### src/rtl/sum_ascii_sequencer.sv
// Formats a snapshot of the 5-bit operand sum as two ASCII decimal digits and streams the
// bytes to a byte-wide UART with a start/busy handshake. Define SUM_SEQ_CRLF_EN to append CR/LF.
module sum_ascii_sequencer #(
    parameter int unsigned ACK_TIMEOUT = 15
) (
    input  logic       clk,
    input  logic       reset_n,
    input  logic [4:0] sum_in,
    input  logic       send_req,
    input  logic       tx_busy,
    output logic [7:0] tx_data,
    output logic       tx_start,
    output logic       seq_busy,
    output logic       frame_done,
    output logic       tx_err
);

`ifdef SUM_SEQ_CRLF_EN
    localparam int unsigned IdxW = 2;
`else
    localparam int unsigned IdxW = 1;
`endif
    // The last byte index is all-ones for both frame lengths.
    localparam logic [IdxW-1:0] LastIdx = '1;
    localparam logic [7:0] AckLimit = 8'(ACK_TIMEOUT - 1);

    typedef enum logic [1:0] {StIdle, StSend, StWaitAck, StWaitDone} state_e;

    state_e          state_q, state_d;
    logic            send_req_q;
    logic [4:0]      snap_q, snap_d;
    logic [IdxW-1:0] idx_q, idx_d;
    logic [7:0]      cnt_q, cnt_d;
    logic [7:0]      tx_data_q, tx_data_d;
    logic            tx_start_q, tx_start_d;
    logic            seq_busy_q, seq_busy_d;
    logic            frame_done_q, frame_done_d;
    logic            tx_err_q, tx_err_d;

    logic       start;
    logic [1:0] tens;
    logic [4:0] tens_x10;
    logic [4:0] ones;
    logic [7:0] cur_byte;

    assign start = send_req & ~send_req_q;

    always_comb begin
        tens     = 2'd0;
        tens_x10 = 5'd0;
        if (snap_q >= 5'd30) begin
            tens     = 2'd3;
            tens_x10 = 5'd30;
        end else if (snap_q >= 5'd20) begin
            tens     = 2'd2;
            tens_x10 = 5'd20;
        end else if (snap_q >= 5'd10) begin
            tens     = 2'd1;
            tens_x10 = 5'd10;
        end
        ones = snap_q - tens_x10;
    end

    always_comb begin
        cur_byte = 8'h30 + {6'd0, tens};
`ifdef SUM_SEQ_CRLF_EN
        case (idx_q)
            2'd0:    cur_byte = 8'h30 + {6'd0, tens};
            2'd1:    cur_byte = 8'h30 + {3'd0, ones};
            2'd2:    cur_byte = 8'h0D;
            default: cur_byte = 8'h0A;
        endcase
`else
        if (idx_q[0]) begin
            cur_byte = 8'h30 + {3'd0, ones};
        end
`endif
    end

    always_comb begin
        state_d      = state_q;
        snap_d       = snap_q;
        idx_d        = idx_q;
        cnt_d        = cnt_q;
        tx_data_d    = tx_data_q;
        tx_start_d   = 1'b0;
        seq_busy_d   = seq_busy_q;
        frame_done_d = 1'b0;
        tx_err_d     = 1'b0;
        case (state_q)
            StIdle: begin
                if (start) begin
                    snap_d     = sum_in;
                    idx_d      = '0;
                    seq_busy_d = 1'b1;
                    state_d    = StSend;
                end
            end
            StSend: begin
                if (!tx_busy) begin
                    tx_data_d  = cur_byte;
                    tx_start_d = 1'b1;
                    cnt_d      = 8'd0;
                    state_d    = StWaitAck;
                end
            end
            StWaitAck: begin
                if (tx_busy) begin
                    state_d = StWaitDone;
                end else if (cnt_q == AckLimit) begin
                    tx_err_d   = 1'b1;
                    seq_busy_d = 1'b0;
                    state_d    = StIdle;
                end else begin
                    cnt_d = cnt_q + 8'd1;
                end
            end
            StWaitDone: begin
                if (!tx_busy) begin
                    if (idx_q == LastIdx) begin
                        frame_done_d = 1'b1;
                        seq_busy_d   = 1'b0;
                        state_d      = StIdle;
                    end else begin
                        idx_d   = idx_q + 1'b1;
                        state_d = StSend;
                    end
                end
            end
            default: state_d = StIdle;
        endcase
    end

    always_ff @(posedge clk or negedge reset_n) begin
        if (!reset_n) begin
            state_q      <= StIdle;
            send_req_q   <= 1'b0;
            snap_q       <= 5'd0;
            idx_q        <= '0;
            cnt_q        <= 8'd0;
            tx_data_q    <= 8'h00;
            tx_start_q   <= 1'b0;
            seq_busy_q   <= 1'b0;
            frame_done_q <= 1'b0;
            tx_err_q     <= 1'b0;
        end else begin
            state_q      <= state_d;
            send_req_q   <= send_req;
            snap_q       <= snap_d;
            idx_q        <= idx_d;
            cnt_q        <= cnt_d;
            tx_data_q    <= tx_data_d;
            tx_start_q   <= tx_start_d;
            seq_busy_q   <= seq_busy_d;
            frame_done_q <= frame_done_d;
            tx_err_q     <= tx_err_d;
        end
    end

    assign tx_data    = tx_data_q;
    assign tx_start   = tx_start_q;
    assign seq_busy   = seq_busy_q;
    assign frame_done = frame_done_q;
    assign tx_err     = tx_err_q;

endmodule

### config.mk
export PLATFORM = sky130hd
export DESIGN_NAME = sum_ascii_sequencer
export DESIGN_NICKNAME = d
export VERILOG_FILES = /design/src/rtl/sum_ascii_sequencer.sv
export SDC_FILE = /design/constraint.sdc
export NUM_CORES = 1
export LEC_CHECK = 0
export ABC_AREA = 1
export CELL_PAD_IN_SITES_DETAIL_PLACEMENT = 0
export CELL_PAD_IN_SITES_GLOBAL_PLACEMENT = 2
export CORE_MARGIN = 2
export CORE_UTILIZATION = 33
export DETAILED_ROUTE_END_ITERATION = 8
export GPL_TIMING_DRIVEN = 0
export PLACE_DENSITY = 0.84
export SLEW_MARGIN = 20
export SYNTH_ARGS = -nofsm -noshare
export SYNTH_HDL_FRONTEND = slang
export SYNTH_SLANG_ARGS = --single-unit
### constraint.sdc
create_clock -name clk -period 5.34 [get_ports clk]
set_input_delay 1.068 -clock clk [delete_from_list [all_inputs] [get_ports clk]]
set_output_delay 1.068 -clock clk [all_outputs]
set_load 0.02 [all_outputs]
==> metrics.md, run 1 <==
| Metric | Value |
|---|---|
| Boundary Pins | 21 |
| Total grt overflow | 0 |
| Post_cts resized | 0 |
| Detailed-route via count | 1,313 |
| Max rail drop VDD | 0.212 mV |
| Area contributors post-synth | sky130_fd_sc_hd__dfrtp_1, sky130_fd_sc_hd__nand2_1, sky130_fd_sc_hd__nand3_1 |
| Area of the multi-input gates | 726 um^2 |
| Register share of total power | 36.3% |
| Fraction of power spent switching nets | 43.4% |
| Vias in the first global route | between 1,000 and 1,500 |
| Launch instance of the worst min-delay path | snap_q[0] |
| Area growth syn-to-layout | 19.7% |
| Final critical delay including setup and external delays | 2.42 ns |
| Part of the cycle the worst path needs | 45.2% |
| Switching Power | 0.382 mW |
| Achievable clock frequency | 0.414 GHz |
| Source-to-sink clock delay at the later pin of the worst-skew pair | 0.28 ns |
| Critical path data required time | approximately 4.3 ns |
| Tot GR Track Use | 13.8% |
| Post-CTS setup repair buffer count | 0 |
| Maximum number of pins on one net before global-route repair | 28 |
| Placement-stage worst setup slack | between 2 and 3 ns |
| Crit Path Max Fanout | 3 |
| # DRC | 0 |
| Wire per inst | 11.8 um |
| Proportion of synthesized chip area in sequential cells | 44.4% |
| Area fraction of the dominant cell type after synthesis | 44.4% |
| Count of yosys warnings during synthesis | 0 |
| Total of max-cap violations | 0 |
| Mapped Area | 0.00152 mm^2 |
| Number of detailed-route iterations in the first pass | 4 |
| Cell chosen for the clock root | sky130_fd_sc_hd__clkbuf_8 |
| Part of the total power dissipated in the clock network | around 14% |
| Post-layout net count | between 200 and 250 |
| Starting Density | between 30% and 40% |
| Die Area | 0.00517 mm^2 |
| Setup TNS | 0 ns |
| Num CTS Buffers | 3 |
| Hpwl dp | 2380 um |
| Synthesized flop and latch total | 27 |
| Flip-flop and latch area | 676 um^2 |
| Inserted Diodes | 0 |
| Worst-case setup margin in the final layout | 2.92 ns |
| Max-slew violation total from the final report | 0 |
| Synthesized area per cell | around 7.6 um^2 |
| Number of nets produced by synthesis | 214 |
| Worst Max-Slew Pin Slew | 0.632 ns |
| Overall power | between 0.8 and 0.9 mW |
| Final setup fails | 0 |
| Hold bufs inserted after CTS | 0 |
| Hold_ws | about 0.48 ns |
| Number of distinct library cell variants in the gate-level netlist after synthesis | 29 |
| Cells after Synth | 199 |
| Placeable Area | 0.00438 mm^2 |
| Most frequently used flop master after synthesis | sky130_fd_sc_hd__dfrtp_1 |
| Kind of capture point of the worst setup path | output port |
| Share of synthesized flip-flops with an asynchronous set or reset | between 90% and 100% |
| Count of flip-flops with a built-in enable after synthesis | 0 |
| Most numerous cell in the Yosys netlist | sky130_fd_sc_hd__nand2_1 |
| TritonCTS clock tree | built |
| Max clock buf depth | 2 |
| Global-route wire length before repair | 5640 um |
| Relative slew margins | 57.9% |
| Worst hold path type | reg2reg |
| Run status | finished clean |
| Chip width | 71.9 um |
| Origin of the worst setup path | tx_data[5] |
| Number of antenna violations at the first check in global routing | 0 |
| Final Hold Vio Count | 0 |
| Number of buffers added on ports | 19 |
| Count of filler cells inserted in the layout | between 400 and 500 |
| Startpoint Class | flop |
| Vert. Die Dim | 71.9 um |
| Cell row count | 24 |
| Commonest cells in the synthesized netlist | sky130_fd_sc_hd__nand2_1, sky130_fd_sc_hd__dfrtp_1, sky130_fd_sc_hd__nand3_1, sky130_fd_sc_hd__nor2_1, sky130_fd_sc_hd__inv_1 |
| Final Wtd Congestion | between 0.8 and 0.9 |
| Total power divided by cell area | between 400 and 500 mW/mm^2 |
| Htree depth | 1 |
| RSZ-0062 raised after global routing | no |
| Count of nets left with antenna violations after detail routing | 0 |
| Initial DRC count | 74 |
| Origin of the critical flop-to-flop path | snap_q[2] |
| Startpoint-to-endpoint class of the critical path | reg2out |
| Share of post-route cells with drive strength above 1 | roughly a tenth |
| Total clock sinks | 27 |
| P_int | 0.498 mW |
| Largest area contributor in the synthesized netlist | sky130_fd_sc_hd__dfrtp_1 |
| Clock-pin slew of the registers on the worst-case setup and hold paths | approximately 0.10 ns |
| Share of total power in combinational logic | 49.9% |
| Lkg Pwr | 0.882 nW |
| Data arrival time of the worst path | 1.35 ns |
| Wirelength, routed | 3220 um |
| Average via count per standard cell | ~4.8 |
| Post-route clock skew | 0.00270 ns |
power by group through the flow:
stage | sequential, mW | combinational (mW) | clock, mW
finish | 0.319 | 0.439 | 0.122
global route | 0.330 | 0.499 | 0.137
CTS | 0.319 | 0.445 | 0.128
detailed placement | 0.323 | 0.443 | 0
global placement | 0.322 | 0.435 | 0
floorplan | 0.344 | 0.278 | 0
per-layer routing:
layer	track usage [%]	part of all wire, %	wire (um)	vias to the layer above
met2	21.5	45	1450	32
met3	2.25	3.9	125	4
met4	5.03	1.1	37	0
li1	-	-	-	674
met5	0	0	0	-
met1	19.5	50	1620	603
logic make-up after synthesis:
group / after synthesis / share of synthesized area (%)
buffers and inverters: 25 / 7.82
adders and majority gates: 6 / 5.43
other: 1 / 0.247
DFF: 27 / 44.4
AOI/OAI and AO/OA: 18 / 6.91
and+or+nand+nor: 120 / 34.0
xor gates and xnor gates: 2 / 1.15
worst max-delay path: stages (launching register included):
cell	delay (ns)
sky130_fd_sc_hd__dfrtp_1	0.38
sky130_fd_sc_hd__buf_4	0.11
sky130_fd_sc_hd__clkdlybuf4s50_1	0.58
registers in the layout (all words and copies together) (netlist names):
name / count
cnt_q: 8
frame_done: 1
idx_q: 1
send_req_q: 1
seq_busy: 1
snap_q: 5
state_q: 2
tx_data: 6
tx_err: 1
tx_start: 1
cell usage in the layout, fill, tap and decap left out, types with 3 or more instances in the layout:
master	instances
sky130_fd_sc_hd__dfrtp_1	27
sky130_fd_sc_hd__nand2_1	71
sky130_fd_sc_hd__clkbuf_8	3
sky130_fd_sc_hd__clkdlybuf4s50_1	18
sky130_fd_sc_hd__nor2_1	18
sky130_fd_sc_hd__ha_1	5
sky130_fd_sc_hd__nand2_2	4
sky130_fd_sc_hd__o21ai_0	5
sky130_fd_sc_hd__inv_2	3
sky130_fd_sc_hd__inv_1	16
sky130_fd_sc_hd__a21oi_1	5
sky130_fd_sc_hd__nand3_1	19
layout make-up:
class	instances	share of cell area, %
Buffer	4	2.06
Tap cell	52	3.58
Clock buffer	3	2.27
Inverter	21	4.47
Timing Repair Buffer	19	10.2
Clock inverter	1	0.413
Multi-Input combinational cell	147	39.9
Sequential cell	27	37.1
final timing paths:
kind                               to  slack, ns  cells after the start
hold reg to reg             snap_q[0]       0.48                      2
hold / removal              snap_q[0]       0.48                      2
min in group asynchronous  tx_data[6]       0.79                      1
max in group asynchronous   snap_q[4]       4.13                      1
setup reg to reg           tx_data[3]       3.21                      8
setup / recovery           tx_data[5]       2.92                      2
stage by stage:
step	instance area, um^2	cells	utilization, %
after floorplan	1520	199	-
after global placement	1780	270	40.5
after detailed placement	1770	270	40.4
after CTS	1820	274	41.5
after global routing	1820	274	41.5
final	1820	274	41.5
Note: power is estimated with default switching activity, not from simulation.
==> run 2: changes to the inputs <==
--- a/config.mk
+++ b/config.mk
@@ -9,10 +9,10 @@
 export CELL_PAD_IN_SITES_DETAIL_PLACEMENT = 0
 export CELL_PAD_IN_SITES_GLOBAL_PLACEMENT = 2
 export CORE_MARGIN = 2
-export CORE_UTILIZATION = 33
+export CORE_UTILIZATION = 31
 export DETAILED_ROUTE_END_ITERATION = 8
 export GPL_TIMING_DRIVEN = 0
-export PLACE_DENSITY = 0.84
+export PLACE_DENSITY = 0.8
 export SLEW_MARGIN = 20
 export SYNTH_ARGS = -nofsm -noshare
 export SYNTH_HDL_FRONTEND = slang
==> constraint.sdc (replaced) <==
create_clock -name clk -period 2.5 [get_ports clk]
set_input_delay 0.5 -clock clk [delete_from_list [all_inputs] [get_ports clk]]
set_output_delay 0.5 -clock clk [all_outputs]
set_load 0.02 [all_outputs]
==> run 2 against run 1 <==
  * Non-clock buffer count unchanged
  * Setup slack worse by 2.5 ns
  * Clock power up 120%
  * Highest routed layer unchanged
  * Critical path depth up 6
  * Combinational power up 110%
==> metrics.md, run 2 (same netlist as run 1, synthesis figures left out) <==
| Metric | Value |
|---|---|
| Run status | finished clean |
| Setup TNS | 0 ns |
| Vias in the first global route | 1,147 |
| CP Capture Point | tx_data[3] |
| Data arrival time of the worst path | 2.25 ns |
| Die Area | about 0.0055 mm^2 |
| Startpoint-to-endpoint class of the critical path | reg2reg |
| Source-to-sink clock delay at the later pin of the worst-skew pair | 0.29 ns |
| Cell chosen for the clock root | sky130_fd_sc_hd__clkbuf_8 |
| Worst path cell trace | inv_1 -> a21boi_0 -> a21oi_1 -> inv_1 -> ha_1 -> fa_1 -> xor2_1 -> o31ai_1 |
| Number of buffers added on ports | 19 |
| Num CTS Buffers | 3 |
| Final setup fails | 0 |
| Total power divided by cell area | between 1000 and 1500 mW/mm^2 |
| Clock-pin slew of the registers on the worst-case setup and hold paths | 0.10 ns |
| Chip width | 74.0 um |
| Tot GR Track Use | 13.5% |
| Total of max-cap violations | 0 |
| Lkg Pwr | 0.882 nW |
| Final critical delay including setup and external delays | 2.05 ns |
| Post_cts resized | 0 |
| Reg with most FFs | cnt_q |
| Worst reg-to-reg path cell count | 8 |
| Origin of the worst setup path | snap_q[2] |
| Part of the total power dissipated in the clock network | 14.5% |
| Part of the cycle the worst path needs | 82.2% |
| Register share of total power | a little over a third |
| Wire per inst | 11.2 um |
| Total clock sinks | 27 |
| Share of post-route cells with drive strength above 1 | a little under a tenth |
| Kind of capture point of the worst setup path | flop |
| Share of total power in combinational logic | 49.2% |
| Relative slew margins | a little under three fifths |
| Number of detailed-route iterations in the first pass | 4 |
| RSZ-0062 raised after global routing | no |
| Boundary Pins | 21 |
| TritonCTS clock tree | built |
| Area growth syn-to-layout | 20.9% |
| # DRC | 0 |
| Worst R2R Setup Slack | roughly 0.45 ns |
| Achievable clock frequency | 0.487 GHz |
| Commonest cells after routing, fill and taps aside | sky130_fd_sc_hd__nand2_1, sky130_fd_sc_hd__dfrtp_1, sky130_fd_sc_hd__nand3_1, sky130_fd_sc_hd__nor2_1, sky130_fd_sc_hd__clkdlybuf4s50_1 |
| Origin of the critical flop-to-flop path | snap_q[2] |
| Count of filler cells inserted in the layout | ~500 |
| Total grt overflow | 0 |
| Number of antenna violations at the first check in global routing | 0 |
| Startpoint Class | flop |
| Critical path data required time | between 2 and 3 ns |
| P_int | 1.06 mW |
| Cells after DPL | 285 |
| Crit Path Max Fanout | 5 |
| Final Hold Vio Count | 0 |
| Vert. Die Dim | 74.0 um |
| Fraction of power spent switching nets | ~44% |
| Placeable Area | between 0.004 and 0.005 mm^2 |
| Critical Path Slowest Stage Cell | sky130_fd_sc_hd__dfrtp_1 |
| Starting Density | between 30% and 40% |
| Post-route clock skew | 0.00492 ns |
| Worst hold path type | in2async |
| Detailed-route via count | 1,248 |
| Htree depth | 1 |
| Maximum number of pins on one net before global-route repair | 28 |
| Largest incremental delay on the critical path | 0.41 ns |
| Post-layout net count | 238 |
| Max clock buf depth | 2 |
| Post-CTS setup repair buffer count | 0 |
| Worst Max-Slew Pin Slew | between 0.6 and 0.7 ns |
| Global-route wire length before repair | about 5600 um |
| Max-slew violation total from the final report | 0 |
| Max FFs per register | 8 |
| Switching Power | 0.823 mW |
| Overall power | about 1.9 mW |
| Count of nets left with antenna violations after detail routing | 0 |
| Worst reg2reg endpoint | tx_data[3] |
| Wirelength, routed | 3230 um |
| Leading cell type in the layout, fill and taps excluded | sky130_fd_sc_hd__nand2_1 |
| Max rail drop VDD | 0.436 mV |
| Hold bufs inserted after CTS | 0 |
| Final Wtd Congestion | 0.756 |
| Non-filler cells, final | 289 |
| Average via count per standard cell | roughly 4.3 |
| Cell row count | 25 |
| Hpwl dp | 2290 um |
| Initial DRC count | 77 |
| Inserted Diodes | 0 |
| Most Frequent Cell on Critical Path | sky130_fd_sc_hd__inv_1 |
## run 2: cell counts in the layout (fill, tap and decap cells not counted)
No cell type changed its count.
## run 2: metal layers
layer | global-route usage, % | up-vias | share of wire (%)
li1 | - | 673 | -
met1 | 21.2 | 550 | 56
met2 | 18.2 | 20 | 39
met3 | 2.03 | 5 | 2.7
met4 | 6.06 | 0 | 2.0
met5 | 0 | - | 0
## run 2: per-stage QoR
stage / utilization [%] / setup WS [ns] / instance area, um^2 / hold WS (ns)
2_1_floorplan: - / 0.643 / 1520 / 0.204
3_3_place_gp: 38.0 / 0.419 / 1790 / 0.463
3_5_place_dp: 37.9 / 0.456 / 1790 / 0.471
4_1_cts: 38.9 / 0.438 / 1840 / 0.247
5_1_grt: 38.9 / 0.293 / 1840 / 0.275
6_report: 38.9 / 0.446 / 1840 / 0.224
## run 2: worst min-delay path by stage
stage | from | to | slack, ns
floorplan | reset_n | cnt_q[0] | 0.20
global placement | tx_data[1] | tx_data[1] | 0.46
detailed placement | tx_data[6] | tx_data[6] | 0.47
CTS | reset_n | tx_data[5] | 0.25
global route | reset_n | tx_data[5] | 0.28
finish | reset_n | tx_data[6] | 0.22
## run 2: critical path: cells and delay by family (launching register included)
family / cells / cell delay [ns]
compound gates: 3 / 0.56
xor+xnor: 1 / 0.17
fa+ha+maj: 2 / 0.59
buf+inv: 2 / 0.23
flops: 1 / 0.41
## run 2: area by class of cell
| type | instances | area (um^2) | share of cell area [%] |
|---|---|---|---|
| clock buffer | 3 | 41.3 | 2.25 |
| tap | 67 | 83.8 | 4.56 |
| inverter | 21 | 81.3 | 4.42 |
| multi-input combinational | 147 | 726 | 39.5 |
| timing repair buffer | 19 | 185 | 10.1 |
| buffer | 4 | 37.5 | 2.04 |
| clock inverter | 1 | 7.51 | 0.408 |
| sequential | 27 | 676 | 36.8 |
## run 2: power by group through the flow
stage                     registers, mW  clock network [mW]  logic [mW]
final                             0.687               0.273       0.929
after global routing              0.708               0.298        1.07
after CTS                         0.687               0.282       0.939
after detailed placement          0.695                   0       0.934
after global placement            0.694                   0       0.934
after floorplan                   0.736                   0       0.593
==> variant 1 (flow settings as in run 2) <==
The output `tx_start` loses its register stage (`tx_start_q` becomes a continuous assignment).
--- a/src/rtl/sum_ascii_sequencer.sv
+++ b/src/rtl/sum_ascii_sequencer.sv
@@ -140,5 +140,4 @@
             cnt_q        <= 8'd0;
             tx_data_q    <= 8'h00;
-            tx_start_q   <= 1'b0;
             seq_busy_q   <= 1'b0;
             frame_done_q <= 1'b0;
@@ -151,5 +150,4 @@
             cnt_q        <= cnt_d;
             tx_data_q    <= tx_data_d;
-            tx_start_q   <= tx_start_d;
             seq_busy_q   <= seq_busy_d;
             frame_done_q <= frame_done_d;
@@ -157,4 +155,6 @@
         end
     end
+
+    assign tx_start_q = tx_start_d;
 
     assign tx_data    = tx_data_q;
Formal check against the unedited RTL: not equivalent (Yosys sat finds a counterexample within 4 cycles, from zero or initial values and one cycle with reset_n low).
==> variant 1 against run 2 <==
- largest power group unchanged
- clock skew shrank 0.0029 ns
- cell area grew 0.48%
- total power grew 5.9%
- sequential cell count shrank 1
- die area grew 0.87%
- core utilization shrank 0.072 points
- wire length shrank 6.1%
- worst setup slack lost 0.23 ns
- critical path depth shrank 3
- worst hold slack gained 0.011 ns
- synthesized area grew 0.91%
- critical endpoint is now tx_start
- non-clock buffer count is the same
- final cell count shrank 1.7%
==> variant 1: results (changes against run 2) <==
status: "complete, no violations"
synth_cells: 195  # -2.0%
fin_cells: 284  # -1.7%
p_int_mw: 1.15  # +7.9%
layout.nets: 237  # -0.42%
drt_wl_total_microns: 3040  # -6.1%
slew_headroom_pct: 59.5  # +2.3 points
viasPerCell: 4.38  # +1.5%
p_switching_mw: 0.851  # +3.3%
dp_hpwl_microns: 2330  # +1.4%
fillers: 523  # +4.2%
drive_gt1_share_pct: 9.22  # -0.24 points
preCtsSetupSlack_ns: 0.226  # -0.230 ns
grt_pass1_wl_microns: 5380  # -4.4%
grtUsageTotal_pct: 12.5  # -1.0 points
synth_xor_area_share_pct: 0.571  # -0.58 points
ctsResizeCount: 1  # +1
fmax_mhz: 439  # -9.9%
gp_congestion: 0.765  # +1.3%
use_met1_pct: 17.5  # -3.6 points
synth_common_cells: "56 x nand2_1, 26 x dfrtp_1, 22 x inv_1, 20 x nor2_1, 16 x nand3_1"
routed-wl-met2_microns: 1410  # +10%
peakVddDrop_mv: 0.409  # -6.0%
pg_comb_mw: 1.06  # +14%
p_leak_nw: 0.866  # -1.9%
io_buffers: 18  # -1
met2_usage_pct: 20.1  # +2.0 points
grt_pass1_vias: 1188  # +3.6%
route.met3.wl_microns: 64  # -26%
placed_area_sq_mm: 0.00179  # +0.21%
synth_compound_area_share_pct: 10.2  # +3.3 points
ys_top_cells_by_area: "dfrtp_1 42%, nand2_1 14%, ha_1 7.3%"
clock_skew_ns: 0.00203  # -0.00289 ns
crit_fanout: 7  # +2
clock_net_power_mw: 0.274  # about the same
dr.first_iter.drc_count: 42  # -45%
synth_fa_ha_area_share_pct: 8.65  # +3.2 points
synthMuxAreaShare_pct: 1.47  # +1.5 points
r2r_slack_ns: 0.55  # +0.10 ns
ys_seq_area_share_pct: 42.4  # -2.0 points
drt-met1-wl_microns: 1540  # -15%
hold_slack_ns: 0.234  # +0.0107 ns
-- variant 1: changes by cell type after synthesis, moves of 4 or more --
cell,change
a21oi_1,+4
ha_1,+4
inv_1,+6
nand2_1,-15
o21ai_2,+4
-- variant 1: worst paths after layout --
kind,from,end,cells after the start
min reg2reg,seq_busy,seq_busy,2
max,state_q[1],tx_start,5
max in group asynchronous,reset_n,cnt_q[1],1
min in group clk,seq_busy,seq_busy,2
min,reset_n,snap_q[4],1
max reg2reg,snap_q[2],tx_data[5],13
-- variant 1: critical path, stage by stage, from the launching register on --
cell and delay, ns:
dfrtp_1 0.43, inv_1 0.12, ha_1 0.20, nand2_1 0.20, inv_1 0.21, dlygate4sd2_1 0.35
-- variant 1: layout make-up --
cell class	count	area, sq um	area share (%)
buffer	5	40.0	2.17
clock buffer	4	55.1	2.98
inverter	22	82.6	4.47
multi-input combinational	142	761	41.2
sequential	26	651	35.2
tap	67	83.8	4.54
timing repair buffer	18	174	9.42
==> variant 2 (settings of run 2) <==
Made on the original files. Add a define of `SUM_SEQ_CRLF_EN`.
--- a/src/rtl/sum_ascii_sequencer.sv
+++ b/src/rtl/sum_ascii_sequencer.sv
@@ -1,4 +1,6 @@
 // Formats a snapshot of the 5-bit operand sum as two ASCII decimal digits and streams the
 // bytes to a byte-wide UART with a start/busy handshake. Define SUM_SEQ_CRLF_EN to append CR/LF.
+`define SUM_SEQ_CRLF_EN
+
 module sum_ascii_sequencer #(
     parameter int unsigned ACK_TIMEOUT = 15
Behaviour: not the same (a bounded check fails within 10 cycles, from zero or initial values and one cycle with reset_n low).
==> variant 2 against run 2 <==
- cell area increased by 8.4%
- wire length up 9.7%
- worst setup slack improved by 0.15 ns
- via count is 9.9% higher
- sequential cell count is 1 higher
- sequential power increased by 4.5%
- synthesized area increased by 9.1%
- total power grew 17%
- non-clock buffer count is the same
- largest power group unchanged
==> variant 2: results (changes against run 2) <==
largest_reg_flops: 8  # unchanged
viasPerCell: 4.36  # +0.86%
cts_made_buffers: 3  # unchanged
swShare_pct: 43.1  # -0.50 points
synth_compound_area_share_pct: 8.30  # +1.4 points
hold_viol: 0  # unchanged
peakVddDrop_mv: 0.499  # +15%
crit_fanout: 4  # -1
layout.nets: 264  # +11%
drive_gt1_share_pct: 8.16  # -1.3 points
fin_cells: 315  # +9.0%
clock_skew_ns: 0.00748  # +0.00256 ns
grt_max_degree: 29  # +3.6%
ys_seq_area_share_pct: 42.3  # -2.2 points
dr.first_iter.drc_count: 93  # +21%
grtUsageTotal_pct: 13.3  # -0.21 points
regMostFlops: "cnt_q"
seqPwrFrac_pct: 32.6  # -3.8 points
hold_slack_ns: 0.231  # +0.00728 ns
gp_congestion: 0.783  # +3.6%
r2r_cells: 14  # +6
preCtsSetupSlack_ns: 0.570  # +0.113 ns
cts-htree-levels: 1  # unchanged
grt_pass1_vias: 1387  # +21%
r2r_slack_ns: 0.60  # +0.15 ns
p_switching_mw: 0.950  # +15%
synthMuxAreaShare_pct: 0.679  # +0.68 points
tightest_slew_ns: 0.632  # -0.0106 ns
wl_per_cell_microns: 11.3  # +0.69%
synth_xor_area_share_pct: 1.58  # +0.43 points
placed_cells: 311  # +9.1%
ctsResizeCount: 0  # unchanged
worstPathArrival_ns: 2.09  # -0.16 ns
ys_top_cells_by_area: "dfrtp_1 42%, nand2_1 14%, inv_1 7.2%"
dp_hpwl_microns: 2680  # +17%
io_buffers: 18  # -1
path_clk_slew_ns: 0.10  # about the same
synth_nets: 241  # +13%
clk_latency_ns: 0.28
synth.avg_cell_area_sq_um: 7.43  # -2.7%
finalCritPeriodShare_pct: 76.2  # -6.0 points
p_leak_nw: 1.05  # +19%
path_delay_family: "simple AND/OR/NAND/NOR gates"
grt_pass1_wl_microns: 6360  # +13%
status: "complete, no violations"
synth_fa_ha_area_share_pct: 6.79  # +1.4 points
synth_common_cells: "63 x nand2_1, 32 x inv_1, 28 x dfrtp_1, 25 x nor2_1, 21 x nand3_1"
placed_area_sq_mm: 0.00192  # +7.3%
clockPowerShare_pct: 16.5  # +2.0 points
## variant 2: cell count changes in the layout (fill, tap and decap cells not counted), sizes merged, moves of 2 or more
cell / delta
inv: +14
nand2: -9
a21oi: +5
nor2: +5
ha: +4
nand3: +3
o21ai: +3
nand3b: -2
o21bai: -2
## variant 2: path summary, 6_finish.rpt
path / startpoint / endpoint
min in group clk: seq_busy / seq_busy
worst max-delay path: snap_q[2] / tx_data[6]
max in group asynchronous: reset_n / idx_q[0]
worst min-delay path: reset_n / snap_q[2]
worst max register to register: snap_q[2] / tx_data[6]
worst min register to register: seq_busy / seq_busy
## variant 2: layer usage
metal	routed length (microns)	vias to the layer above	track usage (%)
met5	0	-	0
met4	23	0	3.75
met2	1600	16	20.8
met1	1850	611	18.6
li1	-	743	-
met3	81	2	2.82
## variant 2: area by class of cell
type,count,area [sq um]
timing repair buffer,18,175
clock inverter,1,30.0
multi-input combinational,156,791
clock buffer,3,41.3
fill,573,3150
sequential,28,701
inverter,34,128
buffer,5,38.8
tap,70,87.6
